--- src/rtl/ms_dbio_arb.sv ---
// ms_dbio_arb -- two-requester arbiter for the 86-bit DBIO command bus.
//
// Requester 0 is the bring-up test sequencer and requester 1 is the host
// debug channel. Each granted command drives the bus for exactly one
// Issue phase. A gap of CGapLen idle cycles follows before the next
// arbitration.
//
// Parameters:
//   CGapLen       idle cycles after each issued command (0..15)
// Ports:
//   AClkH         system clock, rising edge
//   AResetH       synchronous reset, active-high
//   AClkHEn       clock enable; state advances only when 1
//   AReq0/1       requests, payload held stable until ack
//   AAddr0/1, AMosi0/1, AMosiIdx0/1, AMisoIdx0/1, AMosi1st0/1, AMiso1st0/1
//                 command payload per requester
//   AAck0/1       issue acknowledge; held through disabled cycles, so the
//                 requester consumes it only when AClkHEn=1
//   ADbio*        bus outputs, all zero outside Issue
//   ABusy         arbiter not in Idle
//   AOwner        index of the last granted requester
//
// Configuration macro:
//   MS_DBIO_ARB_PRIO_EN  fixed priority (requester 0 always wins a tie);
//                        undefined gives round-robin.
module ms_dbio_arb #(
  parameter int unsigned CGapLen = 2
) (
  input  logic        AClkH,
  input  logic        AResetH,
  input  logic        AClkHEn,
  input  logic        AReq0,
  input  logic        AReq1,
  input  logic [11:0] AAddr0,
  input  logic [11:0] AAddr1,
  input  logic [63:0] AMosi0,
  input  logic [63:0] AMosi1,
  input  logic [3:0]  AMosiIdx0,
  input  logic [3:0]  AMosiIdx1,
  input  logic [3:0]  AMisoIdx0,
  input  logic [3:0]  AMisoIdx1,
  input  logic        AMosi1st0,
  input  logic        AMosi1st1,
  input  logic        AMiso1st0,
  input  logic        AMiso1st1,
  output logic        AAck0,
  output logic        AAck1,
  output logic [11:0] ADbioAddr,
  output logic [63:0] ADbioMosi,
  output logic [3:0]  ADbioMosiIdx,
  output logic [3:0]  ADbioMisoIdx,
  output logic        ADbioMosi1st,
  output logic        ADbioMiso1st,
  output logic        ABusy,
  output logic        AOwner
);

  typedef enum logic [2:0] {
    SIdle  = 3'b001,
    SIssue = 3'b010,
    SGap   = 3'b100
  } stateT;

  localparam logic [3:0] GapInit = (CGapLen == 0) ? 4'd0 : 4'(CGapLen - 1);

  stateT       FState, NState;
  logic [3:0]  FCnt, NCnt;
  logic        FOwner, NOwner;
  logic        winner;
  logic        load;

  logic [11:0] FAddr;
  logic [63:0] FMosi;
  logic [3:0]  FMosiIdx, FMisoIdx;
  logic        FMosi1st, FMiso1st;

  always_comb begin
`ifdef MS_DBIO_ARB_PRIO_EN
    winner = ~AReq0;
`else
    // On a tie the requester that did not win last time goes next.
    winner = (AReq0 & AReq1) ? ~FOwner : ~AReq0;
`endif
  end

  always_comb begin
    NState = FState;
    NCnt   = FCnt;
    NOwner = FOwner;
    load   = 1'b0;
    unique case (FState)
      SIdle: begin
        if (AReq0 | AReq1) begin
          load   = 1'b1;
          NOwner = winner;
          NState = SIssue;
        end
      end
      SIssue: begin
        if (CGapLen == 0) begin
          NState = SIdle;
        end else begin
          NState = SGap;
          NCnt   = GapInit;
        end
      end
      SGap: begin
        if (FCnt == 4'd0) NState = SIdle;
        else              NCnt   = FCnt - 4'd1;
      end
      default: NState = SIdle;
    endcase
  end

  always_ff @(posedge AClkH) begin
    if (AResetH) begin
      FState   <= SIdle;
      FCnt     <= '0;
      FOwner   <= 1'b1;
      FAddr    <= '0;
      FMosi    <= '0;
      FMosiIdx <= '0;
      FMisoIdx <= '0;
      FMosi1st <= 1'b0;
      FMiso1st <= 1'b0;
    end else if (AClkHEn) begin
      FState <= NState;
      FCnt   <= NCnt;
      FOwner <= NOwner;
      if (load) begin
        FAddr    <= winner ? AAddr1    : AAddr0;
        FMosi    <= winner ? AMosi1    : AMosi0;
        FMosiIdx <= winner ? AMosiIdx1 : AMosiIdx0;
        FMisoIdx <= winner ? AMisoIdx1 : AMisoIdx0;
        FMosi1st <= winner ? AMosi1st1 : AMosi1st0;
        FMiso1st <= winner ? AMiso1st1 : AMiso1st0;
      end
    end
  end

  logic issuing;
  assign issuing = (FState == SIssue);

  // OR-bus: every field is forced to zero outside Issue.
  assign ADbioAddr    = issuing ? FAddr    : '0;
  assign ADbioMosi    = issuing ? FMosi    : '0;
  assign ADbioMosiIdx = issuing ? FMosiIdx : '0;
  assign ADbioMisoIdx = issuing ? FMisoIdx : '0;
  assign ADbioMosi1st = issuing & FMosi1st;
  assign ADbioMiso1st = issuing & FMiso1st;
  assign AAck0        = issuing & ~FOwner;
  assign AAck1        = issuing & FOwner;
  assign ABusy        = (FState != SIdle);
  assign AOwner       = FOwner;

endmodule
--- config.mk ---
export PLATFORM = sky130hd
export DESIGN_NAME = ms_dbio_arb
export DESIGN_NICKNAME = d
export VERILOG_FILES = /design/src/rtl/ms_dbio_arb.sv
export SDC_FILE = /design/constraint.sdc
export NUM_CORES = 1
export LEC_CHECK = 0
export ABC_AREA = 1
export BUFFER_PORTS_ARGS = -buffer_cell sky130_fd_sc_hd__buf_2
export CORE_MARGIN = 4
export CORE_UTILIZATION = 41
export CTS_CLUSTER_SIZE = 16
export DETAILED_ROUTE_END_ITERATION = 6
export GPL_TIMING_DRIVEN = 0
export PLACE_DENSITY = 0.75
export SLEW_MARGIN = 20
export SYNTH_ARGS = -nofsm -noshare
export SYNTH_HDL_FRONTEND = slang
export SYNTH_SLANG_ARGS = --single-unit
--- constraint.sdc ---
create_clock -name AClkH -period 1.7 [get_ports AClkH]
set_clock_uncertainty 0.2 [all_clocks]
set_input_delay 0.085 -clock AClkH [delete_from_list [all_inputs] [get_ports AClkH]]
set_output_delay 0.085 -clock AClkH [all_outputs]
set_load 0.02 [all_outputs]
==> impl_metrics.py <==
metrics = {
    "status": {
        "outcome": "complete, but fails checks",
        "failed_checks": "setup timing",
    },
    "power": {
        "ir_drop_uv": 495,
        "p_leak_uw": 0.00466,
        "total_power_uw": 6930,
        "cellPowerDensity_nw_per_um2": 691,
    },
    "routing": {
        "vias": 7571,
        "top_layer": "met4",
        "wl_met1_um": 9390,
        "wl_per_cell_um": 17.0,
        "route.detailed.drc": 0,
        "first_pass_iters": 5,
        "dr_wl_met2_um": 12100,
        "drt-initial-drc-count": 536,
        "viasPerCell": 5.15,
        "routed_wl_um": 25000,
        "antenna_left": 0,
        "wl_met3_um": 1800,
    },
    "yosys": {
        "avgSynthCellArea_um2": 6.80,
        "synthesis.instances": 832,
        "syn-num-nets": 1011,
        "synth_top_family_by_area": "simple AND/OR/NAND/NOR gates",
        "yosysWarnings": 0,
        "netlist_area_um2": 5660,
        "synth-seq-area-share": 0.333,
        "synth-compound-area-share": 0.252,
        "synthSimpleGateAreaFrac": 0.283,
        "ys_seq_elements": 94,
        "synth_mux_area_frac": 0,
        "synthAdderAreaFrac": 0.00442,
        "synth_xor_area_frac": 0,
        "yosysUniqueCellTypes": 19,
    },
    "sta": {
        "hold_viol": 0,
        "maxSlewHeadroom": 0.471,
        "worstMarginPinSlew_ns": 0.794,
        "period_needed_ns": 1.78,
        "setup_viol": 62,
        "rsz0062_at_grt": "yes",
        "finalWorstSetupSlack_ns": -0.0777,
        "fmax_mhz": 563,
        "drv_slew": 0,
        "period_share": 1.05,
    },
    "clock_tree": {
        "cts_buffers": 9,
        "cts_buffer_depth": 2,
        "clk_latency_ns": 0.34,
        "clk_pin_slew_ns": 0.06,
        "h-tree-depth": 3,
        "ctsRootBufferMaster": "clkbuf_16",
        "cts_tree": "built",
        "clock-sinks": 94,
    },
    "critical_path": {
        "worstPathCellList": "inv_6, buf_12, nand3_4, buf_8, nor2_2, buf_4",
        "slowest_stage": "dfxtp_4",
        "cp-start-kind": "flip-flop",
        "crit_required_ns": 1.41,
        "cp_data_arrival_time_ns": 1.49,
        "worst-setup-path-type": "flip-flop to output port",
        "end_kind": "output port",
        "slowest_delay_ns": 0.36,
        "crit_fanout": 10,
    },
    "hold_path": {
        "hold_class": "input pin to flip-flop",
    },
    "die": {
        "die_w_um": 125,
        "num_rows": 42,
        "start_util": 0.422,
        "core_region_area_um2": 13400,
        "dieArea_um2": 15700,
        "ios": 267,
        "floorplan.die.height_um": 125,
    },
    "global_routing": {
        "overflow": 0,
        "grt_pass1_vias": 7564,
        "grt_pass1_wl_um": 37400,
        "grt_antenna_before_repair": 0,
        "grt_usage": 0.291,
        "grt_max_degree": 14,
    },
    "cells_and_area": {
        "fin_cells": 1471,
        "final_util": 0.748,
        "fin_nets": 1469,
        "drive_above_1_share": 0.362,
        "synthToLayoutAreaGrowth_pct": 77.1,
        "diodes": 0,
    },
    "flow_run": {
        "drv_cap": 0,
    },
    "place": {
        "io_buffer_count": 264,
        "hpwl_um": 13800,
        "post-place-cells": 1272,
        "globalplace.congestion": 0.901,
    },
}
worst paths after layout:
kind	startpoint	endpoint	slack [ns]	cells past startpoint
worst min register to register	FCnt[1]	FCnt[1]	0.27	2
worst min-delay path	AReq1	AOwner	0.07	5
worst max register to register	AOwner	FMosi[9]	0.02	8
worst max-delay path	FState[0]	ADbioAddr[7]	-0.08	6
stage by stage:
stage	area (um^2)	setup WS, ns	setup TNS, ns	hold WS, ns
final	10000	-0.0777	-1.77	0.0746
after global routing	10000	-0.111	-4.92	0.110
after CTS	9610	-0.0673	-2.41	0.0486
after detailed placement	7200	-0.367	-33.32	0.180
after global placement	7200	-0.364	-32.45	0.176
after floorplan	5660	0.0514	0	0.0503
timing repair:
action,CTS,global route
hold endpoints to repair,89,0
setup endpoints to repair,176,169
hold buffers,173,0
setup buffers,6,3
cloned,1,0
gates resized for setup,105,143
pin swaps,2,1
worst max-delay path, delay by kind of cell (launching register included):
kind          cells  cell delay, ns
buf+inv           4            0.53
flops             1            0.36
simple gates      2            0.26
Yosys cell counts (all sizes together):
master	number	area, um^2
a21oi	94	771
buf	44	272
clkbuf	22	82.6
dfxtp	94	1880
ha	2	25.0
inv	98	368
nand2	194	733
nand3	98	490
nand4	2	12.5
nor2	96	368
o21a	86	646
o21ai	2	10.0
state kept, by name, summed over array words and instances (netlist names):
name,count
FMosi,64
FAddr,12
FCnt,4
FMisoIdx,4
FMosiIdx,4
FState,3
AOwner,1
FMiso1st,1
FMosi1st,1
kinds of logic (layout without fill, tap and decap cells):
family | Yosys count | in the layout
AOI/OAI and AO/OA | 182 | 182
adders and majority gates | 2 | 2
buffers and inverters | 164 | 626
DFF | 94 | 94
and+or+nand+nor | 390 | 391
placed cells by master, fill, tap and decap left out, types with 22 or more instances in the layout:
| cell | instances |
|---|---|
| a21oi_2 | 80 |
| buf_2 | 207 |
| buf_4 | 50 |
| buf_6 | 33 |
| dfxtp_1 | 90 |
| dlygate4sd3_1 | 173 |
| inv_1 | 92 |
| nand2_1 | 191 |
| nand3_1 | 96 |
| nor2_1 | 54 |
| nor2_2 | 22 |
| o21a_1 | 86 |
layout make-up:
cell class / instances / area [um^2]
flip-flops and latches: 94 / 1890
clock buffers: 16 / 282
repair buffers: 446 / 3420
plain buffers: 66 / 518
inverters: 98 / 375
well taps: 176 / 220
multi-input cells: 575 / 3320
fillers: 910 / 3380
per-layer routing:
layer	up-vias	GRT usage
met5	-	0
met4	0	0.193
met3	141	0.0588
met2	463	0.498
met1	3408	0.326
li1	3559	-
where the power goes:
part | total (uW) | switching (uW) | leakage, uW | internal, uW
registers | 2550 | 79.9 | 0.000775 | 2470
clock network | 1970 | 850 | 0.000137 | 1120
logic | 2410 | 1290 | 0.00374 | 1120
Note: power is estimated with default switching activity, not from simulation.
